**src/rtl/sata_oob_pkg.sv**
```systemverilog
// Shared types, default timing constants and the gap classifier for the SATA OOB detector.
// The defaults assume a 150 MHz receive clock (6.667 ns period).
package sata_oob_pkg;

    typedef enum logic [1:0] {
        StIdle,
        StBurst,
        StGap,
        StActive
    } oob_state_e;

    // ClsNone also stands for "invalid" when returned by classify_gap
    typedef enum logic [1:0] {
        ClsNone,
        ClsInit,
        ClsWake
    } run_class_e;

    localparam int unsigned CLK_PERIOD_PS    = 6667;
    localparam int unsigned DEF_CW           = 8;
    localparam int unsigned DEF_N_BURSTS     = 4;
    localparam int unsigned DEF_MIN_BURST    = 12;
    localparam int unsigned DEF_MAX_BURST    = 40;
    localparam int unsigned DEF_WAKE_GAP_MIN = 6;
    localparam int unsigned DEF_WAKE_GAP_MAX = 25;
    localparam int unsigned DEF_INIT_GAP_MIN = 27;
    localparam int unsigned DEF_INIT_GAP_MAX = 78;

    // Map a completed gap length onto the burst-train class it belongs to (bounds inclusive)
    function automatic run_class_e classify_gap(input int unsigned gap,
                                                input int unsigned wake_min,
                                                input int unsigned wake_max,
                                                input int unsigned init_min,
                                                input int unsigned init_max);
        if (gap >= wake_min && gap <= wake_max) begin
            return ClsWake;
        end
        if (gap >= init_min && gap <= init_max) begin
            return ClsInit;
        end
        return ClsNone;
    endfunction

endpackage

```
**src/rtl/sata_oob_deglitch.sv**
```systemverilog
// Input register stage for the electrical-idle indication.
// Build option SATA_OOB_GLITCH_FILTER_EN: when defined, the registered level only changes after
// the input has held its new value for two consecutive samples (adds one clock of latency).
module sata_oob_deglitch (
    input  logic i_clk,
    input  logic i_rst_n,
    input  logic i_elec_idle,
    output logic o_idle_q
);

`ifdef SATA_OOB_GLITCH_FILTER_EN
    logic r_sample;
    logic r_idle;

    // Two-sample agreement filter; resets to the squelched level
    always_ff @(posedge i_clk) begin
        if (!i_rst_n) begin
            r_sample <= 1'b1;
            r_idle   <= 1'b1;
        end else begin
            r_sample <= i_elec_idle;
            if (i_elec_idle == r_sample) begin
                r_idle <= i_elec_idle;
            end
        end
    end
`else
    logic r_idle;

    // Single register stage; every sample is honoured
    always_ff @(posedge i_clk) begin
        if (!i_rst_n) begin
            r_idle <= 1'b1;
        end else begin
            r_idle <= i_elec_idle;
        end
    end
`endif

    assign o_idle_q = r_idle;

endmodule

```
**src/rtl/sata_oob_detect.sv**
```systemverilog
// Device-side OOB detector: measures burst/gap lengths on the registered squelch signal and
// pulses o_cominit / o_comwake after N_BURSTS qualified bursts of one class.
// Build option SATA_OOB_GLITCH_FILTER_EN selects the deglitching input stage (+1 clock latency).
module sata_oob_detect
    import sata_oob_pkg::*;
#(
    parameter int unsigned CW           = DEF_CW,
    parameter int unsigned N_BURSTS     = DEF_N_BURSTS,
    parameter int unsigned MIN_BURST    = DEF_MIN_BURST,
    parameter int unsigned MAX_BURST    = DEF_MAX_BURST,
    parameter int unsigned WAKE_GAP_MIN = DEF_WAKE_GAP_MIN,
    parameter int unsigned WAKE_GAP_MAX = DEF_WAKE_GAP_MAX,
    parameter int unsigned INIT_GAP_MIN = DEF_INIT_GAP_MIN,
    parameter int unsigned INIT_GAP_MAX = DEF_INIT_GAP_MAX
) (
    input  logic i_clk,
    input  logic i_rst_n,
    input  logic i_elec_idle,
    output logic o_cominit,
    output logic o_comwake,
    output logic o_active,
    output logic o_squelch
);

    localparam int unsigned RW = $clog2(N_BURSTS + 1);

    localparam logic [CW-1:0] CNT_SAT  = {CW{1'b1}};
    localparam logic [CW-1:0] CNT_ONE  = CW'(1);
    localparam logic [CW-1:0] LEN_QUAL = CW'(MIN_BURST);
    localparam logic [CW-1:0] LEN_ACT  = CW'(MAX_BURST);
    localparam logic [CW-1:0] GAP_TMO  = CW'(INIT_GAP_MAX);
    localparam logic [RW-1:0] RUN_DONE = RW'(N_BURSTS);
    localparam logic [RW-1:0] RUN_ONE  = RW'(1);

    logic w_idle_q;

    oob_state_e r_state, w_state;
    run_class_e r_class, w_class;
    run_class_e w_gap_cls;
    logic [CW-1:0] r_len, w_len, w_len_inc;
    logic [CW-1:0] r_gap, w_gap, w_gap_inc;
    logic [RW-1:0] r_run, w_run;
    logic w_cominit, w_comwake;
    logic r_cominit, r_comwake, r_active, r_squelch;

    sata_oob_deglitch u_deglitch (
        .i_clk       (i_clk),
        .i_rst_n     (i_rst_n),
        .i_elec_idle (i_elec_idle),
        .o_idle_q    (w_idle_q)
    );

    assign w_len_inc = (r_len == CNT_SAT) ? r_len : r_len + 1'b1;
    assign w_gap_inc = (r_gap == CNT_SAT) ? r_gap : r_gap + 1'b1;
    assign w_gap_cls = classify_gap(32'(r_gap), WAKE_GAP_MIN, WAKE_GAP_MAX,
                                    INIT_GAP_MIN, INIT_GAP_MAX);

    // Next-state, counter, run tracking and detect-pulse decode
    always_comb begin
        w_state   = r_state;
        w_len     = r_len;
        w_gap     = r_gap;
        w_run     = r_run;
        w_class   = r_class;
        w_cominit = 1'b0;
        w_comwake = 1'b0;
        unique case (r_state)
            StIdle: begin
                if (!w_idle_q) begin
                    w_state = StBurst;
                    w_len   = CNT_ONE;
                end
            end
            StBurst: begin
                if (!w_idle_q) begin
                    w_len = w_len_inc;
                    // Bursts this long are real data, not OOB signalling
                    if (w_len_inc >= LEN_ACT) begin
                        w_state = StActive;
                        w_run   = '0;
                        w_class = ClsNone;
                    end
                end else begin
                    w_state = StGap;
                    w_gap   = CNT_ONE;
                    if (r_len < LEN_QUAL) begin
                        w_run   = '0;
                        w_class = ClsNone;
                    end else begin
                        if (r_run != RUN_DONE) begin
                            w_run = r_run + 1'b1;
                        end
                        if (w_run == RUN_DONE && r_class != ClsNone) begin
                            w_cominit = (r_class == ClsInit);
                            w_comwake = (r_class == ClsWake);
                            w_run     = '0;
                            w_class   = ClsNone;
                        end
                    end
                end
            end
            StGap: begin
                if (w_idle_q) begin
                    w_gap = w_gap_inc;
                    if (w_gap_inc > GAP_TMO) begin
                        w_state = StIdle;
                        w_run   = '0;
                        w_class = ClsNone;
                    end
                end else begin
                    w_state = StBurst;
                    w_len   = CNT_ONE;
                    if (r_run != '0) begin
                        if (w_gap_cls == ClsNone) begin
                            w_run   = '0;
                            w_class = ClsNone;
                        end else if (r_class == ClsNone || r_class == w_gap_cls) begin
                            w_class = w_gap_cls;
                        end else begin
                            // The burst before this gap opens a run of the new class
                            w_run   = RUN_ONE;
                            w_class = w_gap_cls;
                        end
                    end
                end
            end
            StActive: begin
                if (w_idle_q) begin
                    w_state = StGap;
                    w_gap   = CNT_ONE;
                    w_run   = '0;
                    w_class = ClsNone;
                end
            end
            default: begin
                w_state = StIdle;
            end
        endcase
    end

    // State, counters and registered outputs
    always_ff @(posedge i_clk) begin
        if (!i_rst_n) begin
            r_state   <= StIdle;
            r_len     <= '0;
            r_gap     <= '0;
            r_run     <= '0;
            r_class   <= ClsNone;
            r_cominit <= 1'b0;
            r_comwake <= 1'b0;
            r_active  <= 1'b0;
            r_squelch <= 1'b1;
        end else begin
            r_state   <= w_state;
            r_len     <= w_len;
            r_gap     <= w_gap;
            r_run     <= w_run;
            r_class   <= w_class;
            r_cominit <= w_cominit;
            r_comwake <= w_comwake;
            r_active  <= (w_state == StActive);
            r_squelch <= (w_state == StIdle);
        end
    end

    assign o_cominit = r_cominit;
    assign o_comwake = r_comwake;
    assign o_active  = r_active;
    assign o_squelch = r_squelch;

endmodule
```
**config.mk**
```make
export PLATFORM = sky130hd
export DESIGN_NAME = sata_oob_detect
export DESIGN_NICKNAME = d
export VERILOG_FILES = /design/src/rtl/sata_oob_pkg.sv /design/src/rtl/sata_oob_deglitch.sv /design/src/rtl/sata_oob_detect.sv
export SDC_FILE = /design/constraint.sdc
export NUM_CORES = 1
export LEC_CHECK = 0
export ABC_AREA = 1
export ABC_CLOCK_PERIOD_IN_PS = 2140
export BUFFER_PORTS_ARGS = -buffer_cell sky130_fd_sc_hd__buf_2
export CORE_ASPECT_RATIO = 1.2
export CORE_MARGIN = 4
export CORE_UTILIZATION = 58
export DETAILED_ROUTE_END_ITERATION = 16
export PLACE_DENSITY = 0.75
export SKIP_LAST_GASP = 1
export SYNTH_ARGS = -nofsm -noshare
export SYNTH_HDL_FRONTEND = slang
export SYNTH_SLANG_ARGS = --single-unit
```
**constraint.sdc**
```tcl
create_clock -name i_clk -period 2.14 [get_ports i_clk]
set_input_delay 0.428 -clock i_clk [delete_from_list [all_inputs] [get_ports i_clk]]
set_output_delay 0.428 -clock i_clk [all_outputs]
set_load 0.01 [all_outputs]
```
==> metrics.cfg <==
[setup_path]
crit_slowest_cell = dfxtp_1
crit_chain = ha_1, inv_1, nor2_4, nand2_2, o21ai_2, nand4_1, nand2_1, nand2_2, nand2_4, nand3_2, nor2_1, nor2_2
cpMostUsedCell = nand2_2
arrival_ns = 2.10
end_kind = register
rrSetupSlack_ns = 0.29
crit_type = reg -> reg
crit_path_max_incr_delay_ns = 0.45
r2r-end = r_class[0]
rr_startpoint = r_gap[0]
rr_worst_depth = 12
required_ns = 2.39
startpoint_type = register
crit_path_max_fanout = 7

[power]
powerDensity_nw_per_um2 = 464
power.total_w = 0.000926
leakage_nw = 0.892
ir_worst_vdd_mv = 0.348

[clock_tree]
root_buffer = clkbuf_4
cts_buffers = 3
numClockSinks = 28
cts_hold_buf = 0
clk_latency_ns = 0.33
cts_resized = 0
post_cts.repair.setup_buffers = 0
cts_buffer_depth = 2
clk_pin_slew_worst_paths_ns = 0.15
cts_tree = done
cts-htree-levels = 1

[logic_synthesis]
synth-compound-area-share = 0.0894
ys_seq_elements = 28
synth_nets = 304
ys_types = 28
synth_area_sq_um = 1900
synth_top_family_by_area = simple AND/OR/NAND/NOR gates
seq_area_frac_synth = 0.294
async_reset_ff_frac = 0
synth_edf_count = 0
synth_area_per_cell_sq_um = 6.48
synth_xor_area_frac = 0.00920
synthMuxAreaShare = 0
yosys_most_used_dff = dfxtp_1
yosys.area_share.simple = 0.470
netlist_instances = 294
yosys.area_share.adder = 0.0460
yosysWarnings = 0

[drt]
avgViaCountPerCell = 5.13
wl_per_cell_microns = 10.7
vias = 1728
drt-initial-drc-count = 79
drc = 0
routed_wl_microns = 3620
drt_first_pass_iters = 5
antenna_left = 0

[final_layout]
final_common_cell = nand2_1
syn2layout_area_growth_pct = 4.66
diodes = 0
drive_gt1_frac = 0.196
fin_area_sq_um = 1990
nets = 313
mostFrequentLayoutCells = nand2_1, inv_1, dfxtp_1

[sta]
timing.final.crit_share = 0.866
setup_viol = 0
skew_ns = 0.00440
period_needed_ns = 1.85
hold_slack_ns = 0.271
slew_headroom = 0.650
fin_tns_setup_ns = 0
hold_violations = 0
max_freq_ghz = 0.539
slew_viol_final = 0
rsz0062_at_grt = no
worst_pin_slew_ns = 0.525

[min_path]
hold_depth = 2
worstHoldStart = i_elec_idle
hold_class = in -> reg
hold_end = u_deglitch.o_idle_q

[floorplanning]
dieArea_sq_um = 4270
core-area_sq_um = 3110
die_h_microns = 70.8
die_w_microns = 60.3
ios = 7
num_rows = 22
start_util = 0.612

[placement]
place_congestion = 0.855
placed_cell_area_sq_um = 1970
dp_hpwl_microns = 2810
numPortBuffers = 6

[global_routing]
antenna_found_initial = 0
grt_pass1_wl_microns = 6330
met2_usage = 0.319
gr-usage-met1 = 0.246
grt_max_degree = 17
met3_usage = 0.0219
grt_overflow = 0
globalRoute.busiestLayer = met2
grt_pass1_vias = 1554
grt.total_usage = 0.189

[flow_run]
drv_cap = 0

[status]
status = finished, final reports clean

registers in the layout (all words and copies together) (netlist names):
signal / cells
r_class: 2
o_cominit: 1
r_gap: 8
r_state: 2
o_active: 1
o_comwake: 1
r_run: 3
o_squelch: 1
r_len: 8
u_deglitch.o_idle_q: 1
worst max-delay path, delay by kind of cell (launching register included):
| family | cells | cell delay [ns] |
|---|---|---|
| adder cells (fa/ha/maj) | 1 | 0.19 |
| AND/OR/NAND/NOR | 9 | 0.89 |
| buffers and inverters | 1 | 0.09 |
| flip-flops | 1 | 0.45 |
| AO/OA/AOI/OAI | 1 | 0.15 |
cell families after synthesis:
kind of cell / count (synthesis)
AO/OA/AOI/OAI: 31
XOR/XNOR: 2
adder cells (fa/ha/maj): 7
buffers and inverters: 45
flip-flops: 28
AND/OR/NAND/NOR: 181
synthesized netlist by cell type (2+ instances only):
cell,number,area [sq um]
nand2_1,86,323
inv_1,32,120
dfxtp_1,28,561
nor2_1,26,97.6
a21oi_1,18,90.1
nand3_1,17,85.1
nand2_2,10,62.6
inv_2,9,33.8
nor2_2,9,56.3
nor2_4,8,90.1
ha_1,7,87.6
nand4_1,7,43.8
nor3_1,7,35.0
o21ai_0,6,30.0
nand3_2,5,50.1
or2_2,3,18.8
nand2_4,2,22.5
o21ai_1,2,10.0
o21ai_2,2,17.5
xor2_1,2,17.5
report_power, final:
| part | internal (W) | total (W) | switching [W] |
|---|---|---|---|
| registers | 0.000541 | 0.000559 | 0.0000183 |
| logic | 0.0000506 | 0.000147 | 0.0000966 |
| clock network | 0.0000662 | 0.000219 | 0.000153 |
how the worst max path moves through the flow:
stage          slack (ns)  startpoint    endpoint  depth (start not counted)
2_1_floorplan        0.49    r_gap[0]  r_class[0]                         12
3_3_place_gp         0.29    r_gap[0]  r_class[1]                         12
3_5_place_dp         0.30    r_gap[0]  r_class[0]                         12
4_1_cts              0.26    r_gap[0]  r_class[0]                         12
5_1_grt              0.08    r_gap[0]  r_class[1]                         12
6_report             0.29    r_gap[0]  r_class[0]                         12
area by class of cell:
type,instances,area (sq um)
Clock buffer,3,22.5
Fill cell,316,1120
Inverter,42,158
Multi-Input combinational cell,221,1170
Sequential cell,28,561
Tap cell,36,45.0
Timing Repair Buffer,7,37.5
per-stage QoR:
step	setup slack (ns)	util	instances
2_1_floorplan	0.491	-	294
3_3_place_gp	0.286	0.634	334
3_5_place_dp	0.298	0.634	334
4_1_cts	0.263	0.641	337
5_1_grt	0.0794	0.641	337
6_report	0.286	0.641	337
routing by layer:
metal	routed length, microns	up-vias
met5	0	-
met3	88	5
li1	-	944
met4	53	0
met2	1760	23
met1	1720	756
No activity file was read; power rests on OpenSTA's default activity.
